**config.mk**
```make
export PLATFORM = sky130hd
export DESIGN_NAME = apb_reg_bank
export DESIGN_NICKNAME = d
export VERILOG_FILES = /design/src/rtl/apb_timer_pkg.sv /design/src/rtl/apb_reg_cell.sv /design/src/rtl/apb_reg_bank.sv
export SDC_FILE = /design/constraint.sdc
export NUM_CORES = 1
export LEC_CHECK = 0
export CAP_MARGIN = 5
export CORE_AREA = 2 2 329 331
export CTS_CLUSTER_SIZE = 28
export DETAILED_ROUTE_END_ITERATION = 10
export DIE_AREA = 0 0 331 333
export SETUP_SLACK_MARGIN = 0.5
export SLEW_MARGIN = 40
export SYNTH_ARGS = -nofsm -noshare
export SYNTH_HDL_FRONTEND = slang
export SYNTH_HIERARCHICAL = 1
export SYNTH_SLANG_ARGS = --single-unit
```
**constraint.sdc**
```tcl
create_clock -name clk -period 1.7 [get_ports clk]
set_input_delay 0.255 -clock clk [delete_from_list [all_inputs] [get_ports clk]]
set_output_delay 0.255 -clock clk [all_outputs]
set_load 0.005 [all_outputs]
```
**src/rtl/apb_timer_pkg.sv**
```systemverilog
// ---------------------------------------------------------------------------
// apb_timer_pkg
// Shared definitions for the 64-bit APB timer register bank.
//   - acc_mode_e : per-register access mode (RW, RO, W1C)
//   - IDX_*      : register index constants of the timer register map
//   - mode_of()  : derives a register's access mode from the RO/W1C masks
// ---------------------------------------------------------------------------
package apb_timer_pkg;

    typedef enum logic [1:0] {
        ACC_RW  = 2'd0,
        ACC_RO  = 2'd1,
        ACC_W1C = 2'd2
    } acc_mode_e;

    // Widest mask mode_of() can look at; the bank supports up to this many registers.
    localparam int unsigned MAX_REGS = 64;

    // Timer register map (word indices).
    localparam int unsigned IDX_CTRL     = 0;
    localparam int unsigned IDX_LOAD_LO  = 1;
    localparam int unsigned IDX_LOAD_HI  = 2;
    localparam int unsigned IDX_CNT_LO   = 3;
    localparam int unsigned IDX_CNT_HI   = 4;
    localparam int unsigned IDX_CMP_LO   = 5;
    localparam int unsigned IDX_CMP_HI   = 6;
    localparam int unsigned IDX_IRQ_STAT = 7;
    localparam int unsigned TIMER_REGS   = 8;

    // RO takes precedence should a register ever appear in both masks.
    function automatic acc_mode_e mode_of(
        input logic [5:0]          idx,
        input logic [MAX_REGS-1:0] ro_mask,
        input logic [MAX_REGS-1:0] w1c_mask
    );
        if (ro_mask[idx]) begin
            return ACC_RO;
        end
        if (w1c_mask[idx]) begin
            return ACC_W1C;
        end
        return ACC_RW;
    endfunction

endpackage

```
**src/rtl/apb_reg_cell.sv**
```systemverilog
// ---------------------------------------------------------------------------
// apb_reg_cell
// One register of the bank with a compile-time access mode.
//   RW  : byte-strobed load from wdata_i
//   RO  : combinational pass-through of hw_ro_val_i (no storage)
//   W1C : sticky bits set by hw_set_i, cleared by writing 1 (set wins)
// Ports:
//   clk, rst_n   clock / asynchronous active-low reset
//   wr_en_i      decoded write hit for this register
//   wdata_i      write data
//   wstrb_i      byte enables
//   hw_ro_val_i  live hardware value (RO mode)
//   hw_set_i     per-bit set pulses (W1C mode)
//   value_o      current register contents
// ---------------------------------------------------------------------------
module apb_reg_cell
    import apb_timer_pkg::*;
#(
    parameter acc_mode_e         MODE    = ACC_RW,
    parameter int                DATA_W  = 32,
    parameter logic [DATA_W-1:0] RST_VAL = '0
) (
    input  logic                  clk,
    input  logic                  rst_n,
    input  logic                  wr_en_i,
    input  logic [DATA_W-1:0]     wdata_i,
    input  logic [DATA_W/8-1:0]   wstrb_i,
    input  logic [DATA_W-1:0]     hw_ro_val_i,
    input  logic [DATA_W-1:0]     hw_set_i,
    output logic [DATA_W-1:0]     value_o
);

    localparam int NB = DATA_W / 8;

    // Per-bit write enable: the byte strobe fanned out over its 8 bits.
    logic [DATA_W-1:0] bit_en;

    generate
        for (genvar gi = 0; gi < NB; gi++) begin : g_bit_en
            assign bit_en[gi*8 +: 8] = {8{wr_en_i & wstrb_i[gi]}};
        end
    endgenerate

    // Not every mode uses every input.
    logic unused_inputs;
    assign unused_inputs = ^{clk, rst_n, hw_ro_val_i, hw_set_i, wdata_i, bit_en};

    generate
        if (MODE == ACC_RO) begin : g_ro
            assign value_o = hw_ro_val_i;
        end else begin : g_stored
            localparam logic [DATA_W-1:0] RESET_Q = (MODE == ACC_W1C) ? '0 : RST_VAL;

            logic [DATA_W-1:0] value_q;
            logic [DATA_W-1:0] value_d;

            always_comb begin
                value_d = value_q;
                if (MODE == ACC_W1C) begin
                    // Clear first, then OR in the set so a same-cycle set wins.
                    value_d = (value_q & ~(wdata_i & bit_en)) | hw_set_i;
                end else begin
                    value_d = (value_q & ~bit_en) | (wdata_i & bit_en);
                end
            end

            always_ff @(posedge clk or negedge rst_n) begin
                if (!rst_n) begin
                    value_q <= RESET_Q;
                end else begin
                    value_q <= value_d;
                end
            end

            assign value_o = value_q;
        end
    endgenerate

endmodule

```
**src/rtl/apb_reg_bank.sv**
```systemverilog
// ---------------------------------------------------------------------------
// apb_reg_bank
// Parametrised register bank between the APB slave front-end and the timer
// core. Decodes word-aligned accesses, drives one apb_reg_cell per register,
// and registers read data with a valid pulse and an address-error pulse.
// Ports:
//   clk, rst_n  clock / asynchronous active-low reset
//   wr_en       write request          rd_en     read request
//   addr        byte address           wdata     write data
//   wstrb       byte enables           hw_ro_val live values of RO registers
//   hw_set      W1C set pulses         rdata     registered read data
//   rd_valid    read data strobe       err       unmapped/misaligned access
//   reg_q       all register contents, flattened (register 0 in the LSBs)
// ---------------------------------------------------------------------------
module apb_reg_bank
    import apb_timer_pkg::*;
#(
    parameter int                           NUM_REGS = 8,
    parameter int                           DATA_W   = 32,
    parameter int                           ADDR_W   = 10,
    parameter logic [NUM_REGS-1:0]          RO_MASK  = '0,
    parameter logic [NUM_REGS-1:0]          W1C_MASK = '0,
    parameter logic [NUM_REGS*DATA_W-1:0]   RST_VAL  = '0
) (
    input  logic                           clk,
    input  logic                           rst_n,
    input  logic                           wr_en,
    input  logic                           rd_en,
    input  logic [ADDR_W-1:0]              addr,
    input  logic [DATA_W-1:0]              wdata,
    input  logic [DATA_W/8-1:0]            wstrb,
    input  logic [NUM_REGS*DATA_W-1:0]     hw_ro_val,
    input  logic [NUM_REGS*DATA_W-1:0]     hw_set,
    output logic [DATA_W-1:0]              rdata,
    output logic                           rd_valid,
    output logic                           err,
    output logic [NUM_REGS*DATA_W-1:0]     reg_q
);

    localparam int IDX_W = ADDR_W - 2;

    // ---------------- decode ----------------
    logic [IDX_W-1:0] idx;
    logic [31:0]      idx_ext;
    logic             addr_ok;

    assign idx     = addr[ADDR_W-1:2];
    assign idx_ext = 32'(idx);
    // Compare in 32 bits so the range check stays meaningful whatever NUM_REGS is.
    assign addr_ok = (addr[1:0] == 2'b00) && (idx_ext < 32'(NUM_REGS));

    logic [NUM_REGS-1:0]   wr_hit;
    logic [DATA_W-1:0]     reg_word [NUM_REGS];

    // ---------------- register cells ----------------
    generate
        for (genvar gi = 0; gi < NUM_REGS; gi++) begin : g_reg
            localparam acc_mode_e CELL_MODE =
                mode_of(6'(gi), MAX_REGS'(RO_MASK), MAX_REGS'(W1C_MASK));

            assign wr_hit[gi] = wr_en && addr_ok && (idx_ext == 32'(gi));

            apb_reg_cell #(
                .MODE    (CELL_MODE),
                .DATA_W  (DATA_W),
                .RST_VAL (RST_VAL[gi*DATA_W +: DATA_W])
            ) u_cell (
                .clk         (clk),
                .rst_n       (rst_n),
                .wr_en_i     (wr_hit[gi]),
                .wdata_i     (wdata),
                .wstrb_i     (wstrb),
                .hw_ro_val_i (hw_ro_val[gi*DATA_W +: DATA_W]),
                .hw_set_i    (hw_set[gi*DATA_W +: DATA_W]),
                .value_o     (reg_word[gi])
            );

            assign reg_q[gi*DATA_W +: DATA_W] = reg_word[gi];
        end
    endgenerate

    // ---------------- read mux ----------------
    // Reads see the cell outputs before the same-edge write lands,
    // so a simultaneous read/write returns the old value.
    logic [DATA_W-1:0] rd_word;

    always_comb begin
        rd_word = '0;
        for (int i = 0; i < NUM_REGS; i++) begin
            if (addr_ok && (idx_ext == 32'(i))) begin
                rd_word = reg_word[i];
            end
        end
    end

    // ---------------- response flops ----------------
    logic [DATA_W-1:0] rdata_q,    rdata_d;
    logic              rd_valid_q, rd_valid_d;
    logic              err_q,      err_d;

    always_comb begin
        rdata_d    = rdata_q;
        rd_valid_d = rd_en;
        err_d      = (wr_en || rd_en) && !addr_ok;
        if (rd_en) begin
            // rd_word is already zero for an erroring address.
            rdata_d = rd_word;
        end
    end

    always_ff @(posedge clk or negedge rst_n) begin
        if (!rst_n) begin
            rdata_q    <= '0;
            rd_valid_q <= 1'b0;
            err_q      <= 1'b0;
        end else begin
            rdata_q    <= rdata_d;
            rd_valid_q <= rd_valid_d;
            err_q      <= err_d;
        end
    end

    assign rdata    = rdata_q;
    assign rd_valid = rd_valid_q;
    assign err      = err_q;

endmodule

```
**Word-level counts from Yosys, hierarchy flattened**

Cells that the tools add are included.

- $lt $le $gt $ge: 1
- Equality and inequality tests: 7
- Multiplexer cells: 8
- Bitwise operators: 64
- Reduce and logical (&&, ||, !) cells: 23

Operators with widths:

| cell | number |
|---|---|
| bitwise AND 32 bit | 16 |
| 2-to-1 mux 32 bit | 8 |
| NOT 32 bit | 8 |
| OR 32 bit | 8 |
| bitwise AND 1 bit | 32 |
| == test 8 x 3 -> 1 bit (second input constant) | 4 |
| logical NOT 32 bit | 1 |
| logical AND 1 bit | 19 |
| == test 8 x 2 -> 1 bit (second input constant) | 2 |
| == test 8 x 1 -> 1 bit (second input constant) | 1 |
| less-than comparator 8 x 4 -> 1 bit (second input constant) | 1 |
| logical NOT 2 bit | 1 |
| logical NOT 1 bit | 1 |
| logical OR 1 bit | 1 |

- Flip-flop bits (word level): 290
- Input port bits: 562
- Output and inout bits: 290
- Logic and storage cells: 114

**Depth between registers and ports, before layout**

Gate-level depths: netlist of run 1.

- Word-level depth: 11
- Mapped depth: 7
- Mapped depth without buffers: 5

**Cells and area by module**

Netlist of run 1, hierarchy kept.

Modules (own cells, without submodules):

| module | times used | cells each | area each (µm²) | seq. area each (µm²) |
|---|---|---|---|---|
| apb_reg_cell | 8 | 68 | 1186.1 | 800.8 |
| apb_reg_bank | 1 | 463 | 4012.6 | 850.8 |

**Least setup slack after synthesis of run 1**

OpenSTA, ideal clock, no wires.

- Kind: input-to-reg
- Start point: in addr[1]
- End point: reg with a tool-made name
- Setup time: 0.125 ns
- Data arrival time: 2.491 ns
- Required time: 1.575 ns
- Slack: -0.915 ns
- Stages on the path: 5
- Path through: or4_4 > or4_4 > nor4_1 > nand2_2 > mux2_2

RTL lines:

| what | line | text |
|---|---|---|
| from (decl) | apb_reg_bank.sv:29 | `input logic [ADDR_W-1:0] addr,` |

==> qor.yml, run 1 <==
outcome:
  status: "complete, but fails checks"
  violations: "negative setup slack"
grt:
  gr-total-overflow: 0
  grt_max_degree: 55
  track_usage: 0.1235
  grt_pass1_wl_um: 94560
  antenna_found_initial: 11
  grt_pass1_vias: 11200
power_and_ir_drop:
  power_w: 0.01611
  ir_worst_vdd_v: 0.0005682
  power.density_mw_per_mm2: 726.8
  leakage_nw: 10.79
floorplanning:
  die_width_um: 331
  num_io_pins: 852
  die-height_um: 333
  design.core.area_mm2: 0.1066
  die_area_mm2: 0.1102
  start_util: 0.1267
  rows: 120
setup_path:
  required_ns: 2.12
  crit_type: "input port to flop"
  cp-start-kind: "input port"
  path_max_fanout: 8
  cp_data_arrival_time_ns: 2.46
  critical_path.slowest_cell: "or4_4"
  cp_slowest_stage_delay_ns: 0.56
  crit_chain: "buf_6, or4_4, or4_4, buf_4, nor4_4, buf_6, nand2_8, mux2_4"
  r2r_cells: 5
  end_kind: "flop"
synthesis:
  synth-seq-area-share: 0.5375
  synth_cell_types: 30
  netlist.area_leader.share: 0.5375
  ys.flop_type: "dfrtp_1"
  post-synth-top-count-cell: "dfrtp_1"
  syn-cell-area_mm2: 0.01350
  synth_common_cells: "290 x dfrtp_1, 256 x mux2_2, 63 x nor2b_1"
  ys_warn_count: 6
  async_flop_share: 1.000
  ys_seq_elements: 290
  netlist_instances: 1007
  synth.avg_cell_area_um2: 13.41
  yosys-top-cells-area: "dfrtp_1 54%, mux2_2 21%, mux4_2 5.3%"
  yosysTopAreaCell: "dfrtp_1"
  synth_nets: 1569
  synth_edf_count: 0
detailed_routing:
  wl_um: 70490
  wl_per_cell_um: 23.42
  firstDrtPassIters: 4
  drt_first_iter_violations: 634
  drc: 0
  via_per_inst: 3.718
  vias: 11190
  drtAntennaViolNets: 0
timing:
  timing.final.hold_violations: 0
  skew_ns: 0.01571
  period_minus_slack_ns: 2.035
  fin_ws_ns: -0.3349
  rsz0062_at_grt: "yes"
  slew_headroom: 0.6161
  slew_violations: 0
  maxClockFrequency_ghz: 0.4914
  worst_pin_slew_ns: 0.5698
  finalCritPeriodShare: 1.197
  setup_viol: 272
cts:
  cts_root_buffer: "clkbuf_16"
  cts.clk_slew.worst_paths_ns: 0.06
  clkLatencyLatePin_ns: 0.54
  tritoncts: "built"
  cts-htree-levels: 2
  cts_buffer_depth: 3
  cts_buffers: 37
  cts.sinks: 290
placed_design:
  numPortBuffers: 339
  dp_hpwl_um: 54460
  gp_congestion: 0.8108
final_layout:
  fin_util: 0.2079
  fin_nets: 2139
  drive_gt1_frac: 0.5955
  area_growth_pct: 64.16
job:
  drv_cap: 0
min_path:
  whs_path_depth: 3
  min_path_type: "input port to flop"
[report_power, final]
part | switching (W) | internal [W] | total, W
logic | 0.000706 | 0.000470 | 0.00118
clock network | 0.00313 | 0.00479 | 0.00793
registers | 0.0000489 | 0.00696 | 0.00701
total | 0.00389 | 0.0122 | 0.0161
[stage by stage]
step	std cells	hold slack [ns]	worst slack (ns)	area (µm²)	setup TNS, ns
finish	3010	0.1086	-0.3349	22170	-56.38
global route	3007	0.1181	-0.3482	22160	-61.18
CTS	2896	0.08936	-0.2922	21550	-68.93
detailed placement	2820	0.1878	-1.253	19680	-322.49
global placement	2820	0.1858	-1.239	19680	-318.93
floorplan	1007	-0.04059	-0.5642	13660	-123.37
[logic make-up after synthesis]
| logic type | count (synthesis) | synth area share |
|---|---|---|
| buffers and inverters | 84 | 0.02854 |
| AND/OR/NAND/NOR | 152 | 0.06533 |
| flip-flops | 290 | 0.5375 |
| multiplexers | 288 | 0.2669 |
| AO/OA/AOI/OAI | 193 | 0.1018 |
[worst paths after layout]
check,startpoint,to,slack (ns)
max in group asynchronous,rst_n,asynchronous set/reset pin,0.79
min in group asynchronous,rst_n,asynchronous set/reset pin,0.20
min,rd_en,rdata[18]$_DFFE_PN0P_,0.11
min reg2reg,flop,flop,0.53
max reg2reg,flop,rdata[30]$_DFFE_PN0P_,0.03
max,addr[9],flop,-0.33
[critical path: cells and delay by family]
kind,cells,cell delay [ns]
simple gates,4,1.41
buf+inv,3,0.47
mux,1,0.31
[placed cells by master, fill, tap and decap left out, drive strengths merged, types with 36 or more instances in the layout]
master,instances
mux2,256
inv,36
clkbuf,193
nor2b,63
nand2,67
dfrtp,290
clkdlybuf4s50,37
o21ai,66
buf,375
[final cells by class]
class / count / area (µm²)
diodes: 5 / 12.51
clock buffers: 54 / 1060
clock inverters: 10 / 146.4
fillers: 11550 / 84440
inverters: 33 / 123.9
multi-input cells: 633 / 6450
flip-flops and latches: 290 / 7272
well taps: 1403 / 1755
repair buffers: 582 / 5345
[what timing repair did]
| item | in CTS | in global routing |
|---|---|---|
| endpoints found under the hold margin | 61 | 0 |
| cloned | 3 | 2 |
| setup buffers | 8 | 107 |
| setup endpoints to repair | 579 | 579 |
| gates resized for setup | 261 | 841 |
| hold buffers | 1 | 0 |
| pin swaps | 30 | 9 |
[routing by layer]
metal	global-route usage	vias up	part of all wire
li1	-	4872	-
met1	0.1400	5763	0.37
met2	0.1926	455	0.45
met3	0.07729	93	0.15
met4	0.03287	8	0.027
met5	0	-	0.00074
No activity file was read; power rests on OpenSTA's default activity.
==> inputs of run 2 (changes only) <==
--- a/config.mk
+++ b/config.mk
@@ -6,13 +6,14 @@
 export NUM_CORES = 1
 export LEC_CHECK = 0
 export CAP_MARGIN = 5
-export CORE_AREA = 2 2 329 331
+export CORE_AREA = 2 2 328 330
 export CTS_CLUSTER_SIZE = 28
 export DETAILED_ROUTE_END_ITERATION = 10
-export DIE_AREA = 0 0 331 333
+export DIE_AREA = 0 0 330 332
 export SETUP_SLACK_MARGIN = 0.5
 export SLEW_MARGIN = 40
 export SYNTH_ARGS = -nofsm -noshare
 export SYNTH_HDL_FRONTEND = slang
 export SYNTH_HIERARCHICAL = 1
 export SYNTH_SLANG_ARGS = --single-unit
+export TNS_END_PERCENT = 50
==> run 2 against run 1 <==
Effect of this change: the flow finishes with violations (design-rule violations, negative setup slack); non-clock buffer count decreased by 59; cell count decreased by 2.1%; flip-flop and latch count unchanged; critical path depth decreased by 1; first-iteration DRC count fell by 13%; largest cell class unchanged; total power decreased by 2.3%; routed wire length shrank 2.2%; clock power decreased by 4.3%; worst hold slack got worse by 0.018 ns; sequential power is essentially flat.
==> qor.yml, run 2 (same netlist as run 1, synthesis figures left out) <==
final_layout:
  layout_commonest_cell: "dfrtp_1"
  fin_util: 0.2074
  multi_input_area_mm2: 0.006375
  drive_gt1_frac: 0.4682
  fin_nets: 2079
  layout_common_cells: "280 x dfrtp_1, 253 x mux2_2, 219 x clkdlybuf4s50_1"
  area_growth_pct: 63.31
  postLayoutCellArea_mm2: 0.02205
  nFillCells: 11600
  regArea_mm2: 0.007269
placed_design:
  place_area_mm2: 0.01970
  gp_congestion: 0.8091
  numPortBuffers: 339
  dp_hpwl_um: 53380
timing:
  worst_pin_slew_ns: 0.6805
  period_minus_slack_ns: 2.005
  setup_viol: 398
  rsz0062_at_grt: "yes"
  maxClockFrequency_ghz: 0.4989
  skew_ns: 0.02296
  slew_headroom: 0.5463
  finalCritPeriodShare: 1.179
  holdWs_ns: 0.09098
  fin_ws_ns: -0.3046
  slew_violations: 0
  timing.final.hold_violations: 0
power_and_ir_drop:
  comb_power_share: 0.072
  pwr-share-clk: 0.483
  p_int_w: 0.01181
  p_seq_frac: 0.445
  power.density_mw_per_mm2: 713.4
  p_sw_w: 0.003916
  power_w: 0.01573
  p_sw_frac: 0.2490
  ir_worst_vdd_v: 0.0006072
  leakage_nw: 9.763
cts:
  cts_root_buffer: "clkbuf_16"
  cts.sinks: 290
  cts.clk_slew.worst_paths_ns: 0.06
  cts_buffers: 36
  clkLatencyLatePin_ns: 0.54
  cts_buffer_depth: 3
  tritoncts: "built"
  cts-htree-levels: 2
setup_path:
  cp-startpoint: "addr[8]"
  cp-start-kind: "input port"
  crit_type: "input port to flop"
  end_kind: "flop"
  r2r_cells: 4
  reg2reg_to: "rdata[7]$_DFFE_PN0P_"
  required_ns: 2.11
  path_max_fanout: 8
  r2r_slack_ns: 0.08
  cp_data_arrival_time_ns: 2.41
min_path:
  min_path_type: "input port to flop"
grt:
  grt_pass1_vias: 11520
  antenna_found_initial: 10
  gr-total-overflow: 0
  track_usage: 0.1233
  grt_max_degree: 55
  grt_pass1_wl_um: 94770
floorplanning:
  die_width_um: 330
  start_util: 0.1270
  num_io_pins: 852
  design.core.area_mm2: 0.1063
  rows: 120
  die_area_mm2: 0.1096
  die-height_um: 332
detailed_routing:
  drtAntennaViolNets: 0
  wl_um: 68910
  firstDrtPassIters: 7
  via_per_inst: 3.700
  drc: 22
  vias: 10900
  drt_first_iter_violations: 552
  wl_per_cell_um: 23.38
job:
  drv_cap: 0
outcome:
  violations: "design-rule violations, negative setup slack"
  status: "complete, but fails checks"
-- run 2: how the worst min path moves through the flow --
stage / slack (ns) / depth (start not counted) / to / start
finish: 0.09 / 2 / rd_valid$_DFF_PN0_ / rd_en
CTS: 0.06 / 2 / rd_valid$_DFF_PN0_ / rd_en
floorplan: -0.04 / 0 / err$_DFF_PN0_ / rst_n
detailed placement: 0.18 / 1 / asynchronous set/reset pin / rst_n
global route: 0.08 / 2 / rd_valid$_DFF_PN0_ / rd_en
global placement: 0.18 / 1 / asynchronous set/reset pin / rst_n
-- run 2: through the flow --
stage	worst slack (ns)	TNS, ns	cells
floorplan	-0.5642	-133.26	1007
global placement	-1.198	-309.32	2831
detailed placement	-1.250	-316.76	2831
CTS	-0.2952	-57.07	2913
global route	-0.3415	-65.70	2946
finish	-0.3046	-44.51	2947
-- run 2: final cells by class --
type | instances | area share
Timing Repair Buffer | 523 | 0.2439
Clock inverter | 14 | 0.007036
Antenna cell | 4 | 0.0004540
Tap cell | 1403 | 0.07961
Sequential cell | 290 | 0.3297
Inverter | 33 | 0.005618
Multi-Input combinational cell | 633 | 0.2891
Clock buffer | 47 | 0.04454
-- run 2: critical path, stage by stage --
cell and delay [ns]:
buf_6 0.09, or4_4 0.60, or4_4 0.58, nor4_4 0.26
buf_6 0.20, nand2_8 0.10, mux2_4 0.32
-- run 2: power groups by stage --
stage	logic (W)	clock network, W	registers [W]
floorplan	0.000298	0	0.00712
finish	0.00113	0.00759	0.00701
CTS	0.00114	0.00778	0.00701
detailed placement	0.00109	0	0.00713
global route	0.00122	0.00804	0.00701
global placement	0.00109	0	0.00713
-- run 2: per-layer routing --
metal | vias to the layer above | global-route usage | part of all wire
met5 | - | 0 | 0.0010
met4 | 10 | 0.03360 | 0.026
met3 | 79 | 0.07370 | 0.14
met2 | 366 | 0.1947 | 0.46
met1 | 5693 | 0.1395 | 0.38
li1 | 4755 | - | -
-- run 2: what timing repair did --
action / in CTS / in global routing
hold endpoints to repair: 43 / 0
hold buffers: 1 / 0
cloned: 6 / 0
buffers inserted: 14 / 30
pin swaps: 16 / 6
endpoints found under the setup margin: 579 / 579
resized for setup: 243 / 342
==> inputs of run 3 (changes only) <==
--- a/config.mk
+++ b/config.mk
@@ -6,10 +6,10 @@
 export NUM_CORES = 1
 export LEC_CHECK = 0
 export CAP_MARGIN = 5
-export CORE_AREA = 2 2 328 330
+export CORE_AREA = 3 3 329 331
 export CTS_CLUSTER_SIZE = 28
 export DETAILED_ROUTE_END_ITERATION = 10
-export DIE_AREA = 0 0 330 332
+export DIE_AREA = 0 0 332 334
 export SETUP_SLACK_MARGIN = 0.5
 export SLEW_MARGIN = 40
 export SYNTH_ARGS = -nofsm -noshare
==> run 3 against run 2 <==
Effect of this change: the flow finishes with violations (negative setup slack); register-to-register slack got worse by 0.09 ns; via count fell by 1.8%; combinational power barely moved; core utilization rose by 0.068 points; final area fell by 0.51%; die area rose by 1.2%; worst hold slack improved by 0.057 ns; largest power group unchanged; flip-flop and latch count did not move; clock power rose by 4.7%.
==> qor.yml, run 3 (same netlist as run 1, synthesis figures left out) <==
outcome:
  status: "complete, but fails checks"
  violations: "negative setup slack"
detailed_routing:
  via_per_inst: 3.680
  vias: 10710
  drt_first_iter_violations: 634
  drtAntennaViolNets: 0
  drc: 0
  wl_per_cell_um: 23.79
  wl_um: 69230
  firstDrtPassIters: 4
cts:
  cts_buffer_depth: 3
  cts_buffers: 36
  cts.clk_slew.worst_paths_ns: 0.06
  cts_root_buffer: "clkbuf_16"
  clkLatencyLatePin_ns: 0.55
  cts-htree-levels: 2
  cts.sinks: 290
  tritoncts: "built"
setup_path:
  end_kind: "flop"
  crit_type: "input port to flop"
  path_max_fanout: 8
  cp-start-kind: "input port"
  required_ns: 2.13
  cp_data_arrival_time_ns: 2.45
timing:
  setup_viol: 457
  timing.final.hold_violations: 0
  slew_violations: 0
  rsz0062_at_grt: "yes"
  worst_pin_slew_ns: 0.7108
  fin_ws_ns: -0.3281
  setup_tns_ns: -73.08
  slew_headroom: 0.5261
  skew_ns: 0.01853
  finalCritPeriodShare: 1.193
  holdWs_ns: 0.1480
  maxClockFrequency_ghz: 0.4931
  period_minus_slack_ns: 2.028
floorplanning:
  design.core.area_mm2: 0.1054
  die_width_um: 332
  die_area_mm2: 0.1109
  rows: 119
  start_util: 0.1281
  die-height_um: 334
  num_io_pins: 852
final_layout:
  layout_commonest_cell: "dfrtp_1"
  fin_util: 0.2081
  postLayoutCellArea_mm2: 0.02194
  nFillCells: 11400
  area_growth_pct: 62.48
  layout_common_cells: "286 x dfrtp_1, 266 x clkdlybuf4s50_1, 252 x mux2_2"
  drive_gt1_frac: 0.4286
  fin_nets: 2049
power_and_ir_drop:
  p_sw_frac: 0.2442
  p_int_w: 0.01216
  leakage_nw: 9.462
  ir_worst_vdd_v: 0.0005752
  p_seq_frac: 0.435
  pwr-share-clk: 0.494
  power.density_mw_per_mm2: 733.6
  p_sw_w: 0.003930
  comb_power_share: 0.071
placed_design:
  place_area_mm2: 0.01956
  pre_cts_ws_ns: -1.215
  numPortBuffers: 339
  gp_congestion: 0.7985
  dp_hpwl_um: 53490
grt:
  grt_pass1_vias: 11280
  antenna_found_initial: 9
  track_usage: 0.1206
  grt_pass1_wl_um: 94190
  gr-total-overflow: 0
  grt_max_degree: 74
min_path:
  min_path_type: "input port to asynchronous set/reset pin"
job:
  drv_cap: 0
## run 3: final cells by class
| cell class | count | area (µm²) | area share |
|---|---|---|---|
| Tap cell | 1391 | 1740 | 0.07934 |
| Inverter | 33 | 123.9 | 0.005647 |
| Clock buffer | 48 | 1036 | 0.04723 |
| Antenna cell | 7 | 17.52 | 0.0007985 |
| Timing Repair Buffer | 493 | 5159 | 0.2352 |
| Multi-Input combinational cell | 633 | 6424 | 0.2928 |
| Sequential cell | 290 | 7262 | 0.3310 |
| Clock inverter | 15 | 175.2 | 0.007985 |
## run 3: through the flow
| step | total power, W | cells |
|---|---|---|
| after floorplan | 0.007417 | 1007 |
| after global placement | 0.008215 | 2804 |
| after detailed placement | 0.008220 | 2804 |
| after CTS | 0.01628 | 2886 |
| after global routing | 0.01664 | 2907 |
| final | 0.01609 | 2910 |
## run 3: path summary, 6_finish.rpt
path                         start                          to  slack [ns]  cells after the start
max                        addr[9]                        flop       -0.33                     10
min                          rst_n  asynchronous set/reset pin        0.15                      2
max reg2reg                   flop        rdata[0]$_DFFE_PN0P_       -0.01                      4
min reg2reg                   flop                        flop        0.53                      1
max in group asynchronous    rst_n  asynchronous set/reset pin        0.82                      3
min in group clk             rd_en       rdata[22]$_DFFE_PN0P_        0.22                      4
## run 3: repair_timing
action                                 in CTS  in global routing
buffers inserted                           13                 16
setup endpoints to repair                 579                579
hold buffers                                2                  0
gates resized for setup                   194                234
cloned                                      4                  1
pin swaps                                  16                 13
endpoints found under the hold margin     291                  0
## run 3: power by group through the flow
| stage | combinational [W] | sequential [W] | clock (W) |
|---|---|---|---|
| floorplan | 0.000298 | 0.00712 | 0 |
| global placement | 0.00109 | 0.00713 | 0 |
| detailed placement | 0.00109 | 0.00713 | 0 |
| CTS | 0.00115 | 0.00700 | 0.00813 |
| global route | 0.00123 | 0.00701 | 0.00840 |
| finish | 0.00114 | 0.00700 | 0.00795 |
## run 3: per-layer routing
layer	GRT usage	vias up	wire length [µm]
met4	0.04190	4	2760
met2	0.1862	420	30580
met3	0.07464	94	9945
met5	0	-	22
met1	0.1360	5494	25930
li1	-	4696	-
## run 3: worst max-delay path, stage by stage
cell and delay [ns]:
buf_6 0.09, or4_4 0.62, buf_6 0.17, buf_6 0.10, or2_4 0.27, nor3_4 0.22, buf_12 0.17, buf_12 0.11
nand2_8 0.09, mux2_4 0.33
